File: src/rtl/cpu_pkg.sv
// ---------------------------------------------------------------------------
// cpu_pkg
// Shared definitions for the CPU step controller and the datapath:
//   - cpu_state_e : controller state encodings (also the 'stage' output code)
//   - TICK_DIV_DEF / DEBOUNCE_CYC_DEF : default prescaler and debounce lengths
//   - is_busy_state() : true for the four instruction-processing states
// ---------------------------------------------------------------------------
package cpu_pkg;

  // 2^21 clocks per stage tick at 12 MHz
  localparam int unsigned TICK_DIV_DEF     = 32'd2097152;
  // 10 ms of stable button level at 12 MHz
  localparam int unsigned DEBOUNCE_CYC_DEF = 32'd120000;

  // Code 5 is unused and must recover to START
  typedef enum logic [2:0] {
    ST_START     = 3'd0,
    ST_FETCH     = 3'd1,
    ST_DECODE    = 3'd2,
    ST_EXECUTE   = 3'd3,
    ST_WRITEBACK = 3'd4,
    ST_DONE      = 3'd6,
    ST_PAUSE     = 3'd7
  } cpu_state_e;

  function automatic logic is_busy_state(input cpu_state_e s);
    return (s == ST_FETCH) || (s == ST_DECODE) ||
           (s == ST_EXECUTE) || (s == ST_WRITEBACK);
  endfunction

endpackage

File: src/rtl/btn_debounce.sv
// ---------------------------------------------------------------------------
// btn_debounce
// Debounces one raw active-low push button and emits a one-clock pulse when
// the accepted level falls (button pressed).
// Ports:
//   clk        : system clock, rising edge
//   rst_n      : asynchronous active-low reset
//   btn_n      : raw active-low button input (asynchronous to clk)
//   fall_pulse : registered one-clock pulse on a debounced 1->0 transition
// ---------------------------------------------------------------------------
module btn_debounce
  import cpu_pkg::*;
#(
  parameter int unsigned DEBOUNCE_CYC = DEBOUNCE_CYC_DEF
) (
  input  logic clk,
  input  logic rst_n,
  input  logic btn_n,
  output logic fall_pulse
);

  localparam int unsigned CW = (DEBOUNCE_CYC > 32'd1) ? $clog2(DEBOUNCE_CYC) : 32'd1;
  localparam logic [CW-1:0] CNT_LAST = CW'(DEBOUNCE_CYC - 32'd1);

  logic          sync1_q;
  logic          sync2_q;
  logic          level_q;
  logic          level_d;
  logic          fall_q;
  logic          fall_d;
  logic [CW-1:0] cnt_q;
  logic [CW-1:0] cnt_d;

  // Stability counter: a differing synchronized level is accepted only after
  // it has been observed on DEBOUNCE_CYC consecutive clocks
  always_comb begin
    level_d = level_q;
    cnt_d   = {CW{1'b0}};
    fall_d  = 1'b0;
    if (sync2_q != level_q) begin
      if (cnt_q == CNT_LAST) begin
        level_d = sync2_q;
        cnt_d   = {CW{1'b0}};
        fall_d  = ~sync2_q;
      end else begin
        cnt_d   = cnt_q + CW'(1);
      end
    end else begin
      cnt_d = {CW{1'b0}};
    end
  end

  // Synchronizer, accepted level, counter and pulse registers (idle level is 1)
  always_ff @(posedge clk or negedge rst_n) begin
    if (!rst_n) begin
      sync1_q <= 1'b1;
      sync2_q <= 1'b1;
      level_q <= 1'b1;
      cnt_q   <= {CW{1'b0}};
      fall_q  <= 1'b0;
    end else begin
      sync1_q <= btn_n;
      sync2_q <= sync1_q;
      level_q <= level_d;
      cnt_q   <= cnt_d;
      fall_q  <= fall_d;
    end
  end

  assign fall_pulse = fall_q;

endmodule

File: src/rtl/cpu_step_controller.sv
// ---------------------------------------------------------------------------
// cpu_step_controller
// Sequences a simple multi-cycle CPU through START/FETCH/DECODE/EXECUTE/
// WRITEBACK, with HALT (DONE), single-step (PAUSE) and restart support.
// Stage advances are paced by a prescaler tick.
// Ports:
//   CLK_12MHz  : system clock, rising edge
//   RST_n      : asynchronous active-low reset
//   step_btn_n : raw active-low single-step button
//   restart_n  : raw active-low restart button
//   run_en     : 1 = free-run, 0 = single-step
//   halt_in    : HALT opcode decoded (sampled in DECODE)
//   jump_in    : jump taken (sampled in EXECUTE)
//   stage      : current state code
//   fetch_en/decode_en/exec_en/wb_en/pc_clear : one-clock action strobes
//   halted     : high in DONE
//   busy       : high in FETCH, DECODE, EXECUTE, WRITEBACK
// ---------------------------------------------------------------------------
module cpu_step_controller
  import cpu_pkg::*;
#(
  parameter int unsigned TICK_DIV     = TICK_DIV_DEF,
  parameter int unsigned DEBOUNCE_CYC = DEBOUNCE_CYC_DEF
) (
  input  logic       CLK_12MHz,
  input  logic       RST_n,
  input  logic       step_btn_n,
  input  logic       restart_n,
  input  logic       run_en,
  input  logic       halt_in,
  input  logic       jump_in,
  output logic [2:0] stage,
  output logic       fetch_en,
  output logic       decode_en,
  output logic       exec_en,
  output logic       wb_en,
  output logic       pc_clear,
  output logic       halted,
  output logic       busy
);

  localparam int unsigned CNT_W = (TICK_DIV > 32'd1) ? $clog2(TICK_DIV) : 32'd1;
  localparam logic [CNT_W-1:0] TICK_LAST = CNT_W'(TICK_DIV - 32'd1);

  logic             step_evt_s;
  logic             restart_evt_s;
  logic             tick_s;
  logic             tick_next_s;

  cpu_state_e       state_q;
  cpu_state_e       state_d;
  logic [CNT_W-1:0] cnt_q;
  logic [CNT_W-1:0] cnt_d;
  logic             pend_q;
  logic             pend_d;
  logic             fetch_en_q,  fetch_en_d;
  logic             decode_en_q, decode_en_d;
  logic             exec_en_q,   exec_en_d;
  logic             wb_en_q,     wb_en_d;
  logic             pc_clear_q,  pc_clear_d;
  logic             halted_q,    halted_d;
  logic             busy_q,      busy_d;

  btn_debounce #(.DEBOUNCE_CYC(DEBOUNCE_CYC)) u_step_db (
    .clk        (CLK_12MHz),
    .rst_n      (RST_n),
    .btn_n      (step_btn_n),
    .fall_pulse (step_evt_s)
  );

  btn_debounce #(.DEBOUNCE_CYC(DEBOUNCE_CYC)) u_restart_db (
    .clk        (CLK_12MHz),
    .rst_n      (RST_n),
    .btn_n      (restart_n),
    .fall_pulse (restart_evt_s)
  );

  assign tick_s = (cnt_q == TICK_LAST);

  // Next-state, prescaler, pending-step and registered-output computation
  always_comb begin
    state_d = state_q;
    pend_d  = pend_q;
    if (tick_s) begin
      cnt_d = {CNT_W{1'b0}};
    end else begin
      cnt_d = cnt_q + CNT_W'(1);
    end

    // A step outside PAUSE is remembered once; a second one finds the flag
    // already set and is lost. It is only acted upon in single-step mode.
    if (step_evt_s && (state_q != ST_PAUSE)) begin
      pend_d = 1'b1;
    end else begin
      pend_d = pend_q;
    end

    case (state_q)
      ST_START: begin
        if (tick_s) begin
          state_d = run_en ? ST_FETCH : ST_PAUSE;
        end else begin
          state_d = ST_START;
        end
      end
      ST_FETCH: begin
        if (tick_s) begin
          state_d = ST_DECODE;
        end else begin
          state_d = ST_FETCH;
        end
      end
      ST_DECODE: begin
        if (tick_s) begin
          state_d = halt_in ? ST_DONE : ST_EXECUTE;
        end else begin
          state_d = ST_DECODE;
        end
      end
      ST_EXECUTE: begin
        if (tick_s && jump_in) begin
          state_d = run_en ? ST_FETCH : ST_PAUSE;
        end else if (tick_s) begin
          state_d = ST_WRITEBACK;
        end else begin
          state_d = ST_EXECUTE;
        end
      end
      ST_WRITEBACK: begin
        if (tick_s) begin
          state_d = run_en ? ST_FETCH : ST_PAUSE;
        end else begin
          state_d = ST_WRITEBACK;
        end
      end
      ST_PAUSE: begin
        // Free-run resumes on a tick; single-step resumes right after a step
        if (run_en) begin
          if (tick_s) begin
            state_d = ST_FETCH;
          end else begin
            state_d = ST_PAUSE;
          end
        end else if (step_evt_s || pend_q) begin
          state_d = ST_FETCH;
          pend_d  = 1'b0;
        end else begin
          state_d = ST_PAUSE;
        end
      end
      ST_DONE: begin
        state_d = ST_DONE;
      end
      default: begin
        state_d = ST_START;
      end
    endcase

    // Restart overrides everything else
    if (restart_evt_s) begin
      state_d = ST_START;
      cnt_d   = {CNT_W{1'b0}};
      pend_d  = 1'b0;
    end else begin
      state_d = state_d;
    end

    // Strobes are registered: they are set up one clock early so that they
    // coincide with the tick clock of the matching state
    tick_next_s = (cnt_d == TICK_LAST);
    pc_clear_d  = tick_next_s && (state_d == ST_START);
    fetch_en_d  = tick_next_s && (state_d == ST_FETCH);
    decode_en_d = tick_next_s && (state_d == ST_DECODE);
    exec_en_d   = tick_next_s && (state_d == ST_EXECUTE);
    wb_en_d     = tick_next_s && (state_d == ST_WRITEBACK);
    halted_d    = (state_d == ST_DONE);
    busy_d      = is_busy_state(state_d);
  end

  // State machine, prescaler, pending flag and output registers
  always_ff @(posedge CLK_12MHz or negedge RST_n) begin
    if (!RST_n) begin
      state_q     <= ST_START;
      cnt_q       <= {CNT_W{1'b0}};
      pend_q      <= 1'b0;
      pc_clear_q  <= 1'b0;
      fetch_en_q  <= 1'b0;
      decode_en_q <= 1'b0;
      exec_en_q   <= 1'b0;
      wb_en_q     <= 1'b0;
      halted_q    <= 1'b0;
      busy_q      <= 1'b0;
    end else begin
      state_q     <= state_d;
      cnt_q       <= cnt_d;
      pend_q      <= pend_d;
      pc_clear_q  <= pc_clear_d;
      fetch_en_q  <= fetch_en_d;
      decode_en_q <= decode_en_d;
      exec_en_q   <= exec_en_d;
      wb_en_q     <= wb_en_d;
      halted_q    <= halted_d;
      busy_q      <= busy_d;
    end
  end

  assign stage     = state_q;
  assign pc_clear  = pc_clear_q;
  assign fetch_en  = fetch_en_q;
  assign decode_en = decode_en_q;
  assign exec_en   = exec_en_q;
  assign wb_en     = wb_en_q;
  assign halted    = halted_q;
  assign busy      = busy_q;

endmodule

File: config.mk
export PLATFORM = sky130hd
export DESIGN_NAME = cpu_step_controller
export DESIGN_NICKNAME = d
export VERILOG_FILES = /design/src/rtl/cpu_pkg.sv /design/src/rtl/btn_debounce.sv /design/src/rtl/cpu_step_controller.sv
export SDC_FILE = /design/constraint.sdc
export NUM_CORES = 1
export LEC_CHECK = 0
export ABC_AREA = 1
export CAP_MARGIN = 20
export CORE_ASPECT_RATIO = 0.75
export CORE_MARGIN = 8
export CORE_UTILIZATION = 64
export CTS_BUF_LIST = sky130_fd_sc_hd__clkbuf_8
export CTS_CLUSTER_SIZE = 8
export DETAILED_ROUTE_END_ITERATION = 10
export PLACE_DENSITY = 0.83
export SLEW_MARGIN = 20
export SYNTH_ARGS = -nofsm -noshare
export SYNTH_HDL_FRONTEND = slang
export SYNTH_SLANG_ARGS = --single-unit
File: constraint.sdc
create_clock -name CLK_12MHz -period 5.9 [get_ports CLK_12MHz]
set_input_delay 0.59 -clock CLK_12MHz [delete_from_list [all_inputs] [get_ports CLK_12MHz]]
set_output_delay 0.59 -clock CLK_12MHz [all_outputs]
set_load 0.01 [all_outputs]
==> flow_summary.json <==
{
  "fin_nets": 551,
  "grt_pass1_vias": 3410,
  "netlist_area_um2": 4010,
  "io_buffers": 16,
  "first_pass_iters": 7,
  "finalHoldViolations": 0,
  "dieArea_um2": 9080,
  "post_drt_wl_per_cell_um": 14.3,
  "status": "complete, no violations",
  "crit_fanout": 9,
  "ioPinCount": 17,
  "post_dp_cell_area_um2": 4250,
  "cp_num_buf_inv": 1,
  "start_util": 0.647,
  "slew_headroom": 0.398,
  "finalMaxSlewViolations": 0,
  "drc": 0,
  "holdCritStartpoint": "u_step_db.sync1_q",
  "yosysMostFrequentCell": "nand2_1",
  "reg2reg_slack_ps": 3650,
  "crit_chain": "ha_1 > nand2_2 > nor2_4 > nand2_4 > nor2_8 > nand2_2 > nand2_4 > inv_2 > nand2_1 > nor2_1 > nand2_1 > nor2_1 > nand3_2 > nor2_1",
  "cp_top_family": "simple AND/OR/NAND/NOR gates",
  "drive_gt1_frac": 0.101,
  "yosys-top-cells-area": "dfrtp_1, nand2_1, nor2_1",
  "fmax_ghz": 0.444,
  "dp_hpwl_mm": 6.67,
  "rr_endpoint": "pc_clear",
  "postSynth.asyncResetShare": 1.00,
  "vias_per_cell": 5.59,
  "fp.dieW_um": 107,
  "finalClockSkew_ps": 8.61,
  "ys_top_cells_by_count": "nand2_1, nor2_1, dfrtp_1",
  "cts-root-buf": "clkbuf_8",
  "rsz0062_at_grt": "no",
  "period_needed_ps": 2250,
  "via_count": 3504,
  "final_util": 0.718,
  "avgSynthCellArea_um2": 7.75,
  "grt_max_degree": 75,
  "cts_tree": "yes",
  "criticalPathCategory": "register to register",
  "grt_use_total": 0.209,
  "final_area_um2": 4450,
  "setup_tns_ps": 0,
  "setup_violations": 0,
  "min_period_over_period": 0.382,
  "cts_setup_buffers": 0,
  "ys.flop_type": "dfrtp_1",
  "synth_top_area_cell": "dfrtp_1",
  "drt_iter0_markers": 189,
  "intPower_uw": 734,
  "crit_slowest_cell": "dfrtp_1",
  "r2r_cells": 14,
  "die_h_um": 84.5,
  "endpoint_kind": "register",
  "gp_congestion": 0.949,
  "hold_depth": 0,
  "ctsHoldBuffers": 0,
  "leakage_nw": 2.09,
  "max_stage_delay_ps": 420,
  "arrival_ps": 2520,
  "critPathRequiredTime_ps": 6170,
  "grt_first_pass_wirelength_mm": 15.5,
  "synth.top_cell.area_share": 0.425,
  "pwr-share-seq": 0.554,
  "ys_seq_area_frac": 0.464,
  "crit_top_cell": "nor2_1",
  "start_kind": "register",
  "syn-num-nets": 527,
  "htreeDepth": 3,
  "p_clk_frac": 0.416,
  "synth_seq_cells": 74,
  "clk_pin_slew_ps": 70,
  "hp-class": "register to register",
  "core_um2": 6190,
  "comb_power_share": 0.029,
  "synth_edf_count": 0,
  "nFillCells": 497,
  "overflow": 0,
  "drv_cap": 0,
  "finalWirelength_mm": 8.94,
  "clock_latency_ps": 340,
  "synth_cells": 517,
  "tightest_slew_ps": 903,
  "total_power_uw": 931,
  "ys_warn_count": 0,
  "p_sw_uw": 197,
  "rows": 25,
  "p_per_area_nw_per_um2": 209,
  "antenna_cells": 0,
  "r2r-start": "cnt_q[0]",
  "holdPathEnd": "u_step_db.sync2_q",
  "cts-buffers-inserted": 9,
  "ant_nets": 0,
  "cts_num_sinks": 74,
  "ys_types": 37,
  "antenna_found_initial": 0,
  "cts_buffer_depth": 2,
  "syn2layout_area_growth_pct": 11.0,
  "irDropWorstVdd_uv": 158,
  "sw_frac_of_total": 0.212,
  "cts_resized": 0
}
-- cells by family (layout without fill, tap and decap cells) --
group | count (synthesis) | count (layout) | synth area share
and+or+nand+nor | 315 | 315 | 0.376
xor gates and xnor gates | 10 | 10 | 0.0219
AOI/OAI and AO/OA | 42 | 42 | 0.0562
adders and majority gates | 3 | 3 | 0.00937
buffers and inverters | 71 | 100 | 0.0677
muxes | 2 | 2 | 0.00500
DFF | 74 | 74 | 0.464
-- stage by stage --
stage / instances / setup WS [ps] / hold WS, ps
6_report: 627 / 3650 / 358
4_1_cts: 627 / 3670 / 359
3_5_place_dp: 611 / 3710 / 348
3_3_place_gp: 611 / 3800 / 347
5_1_grt: 627 / 3450 / 360
2_1_floorplan: 517 / 4060 / 294
-- cell usage in the layout, fill, tap and decap left out, types with 5 or more instances in the layout --
cell type	synthesis	routed
a21oi_1	24	24
clkbuf_8	0	11
clkdlybuf4s50_1	0	15
dfrtp_1	68	68
dfstp_2	6	6
inv_1	66	69
nand2_1	108	108
nand2_2	10	10
nand3_1	36	36
nand4_1	16	16
nor2_1	91	91
nor2_4	5	5
nor3_1	16	16
nor3b_1	5	5
nor4_1	7	7
o21ai_0	12	12
xor2_1	6	6
-- flip-flops by register name (all words and copies together) (netlist names), 3 cells and up --
name / count
stage: 3
u_restart_db.cnt_q: 17
cnt_q: 21
u_step_db.cnt_q: 17
-- metal layers --
layer  vias up  share of wire  wire [um]  track usage
met3        18          0.083        743       0.0536
li1       1725              -          -            -
met2       143           0.45       4050        0.321
met1      1618           0.45       4020        0.282
met5         -              0          0            0
met4         0          0.015        132       0.0666
-- area by class of cell --
| type | count | area [um2] | share of cell area |
|---|---|---|---|
| clock buffers | 11 | 151 | 0.0340 |
| well taps | 81 | 101 | 0.0228 |
| inverters | 68 | 255 | 0.0574 |
| clock inverters | 5 | 46.3 | 0.0104 |
| flip-flops and latches | 74 | 1860 | 0.418 |
| repair buffers | 16 | 158 | 0.0354 |
| multi-input cells | 372 | 1880 | 0.422 |
-- worst max-delay path by stage --
stage | startpoint | to | slack [ps] | cells after the start
floorplan | cnt_q[0] | decode_en | 4060 | 14
global placement | cnt_q[0] | fetch_en | 3800 | 14
detailed placement | cnt_q[0] | pc_clear | 3710 | 14
CTS | cnt_q[0] | pc_clear | 3670 | 14
global route | cnt_q[0] | fetch_en | 3450 | 14
finish | cnt_q[0] | pc_clear | 3650 | 14
-- power groups by stage --
| stage | Sequential, mW | Combinational (mW) | Clock, mW |
|---|---|---|---|
| final | 0.516 | 0.0271 | 0.388 |
| after CTS | 0.516 | 0.0280 | 0.397 |
| after detailed placement | 0.526 | 0.0279 | 0 |
| after global routing | 0.517 | 0.0316 | 0.420 |
| after floorplan | 0.525 | 0.0105 | 0 |
| after global placement | 0.526 | 0.0272 | 0 |
(Power assumes the default switching activity.)
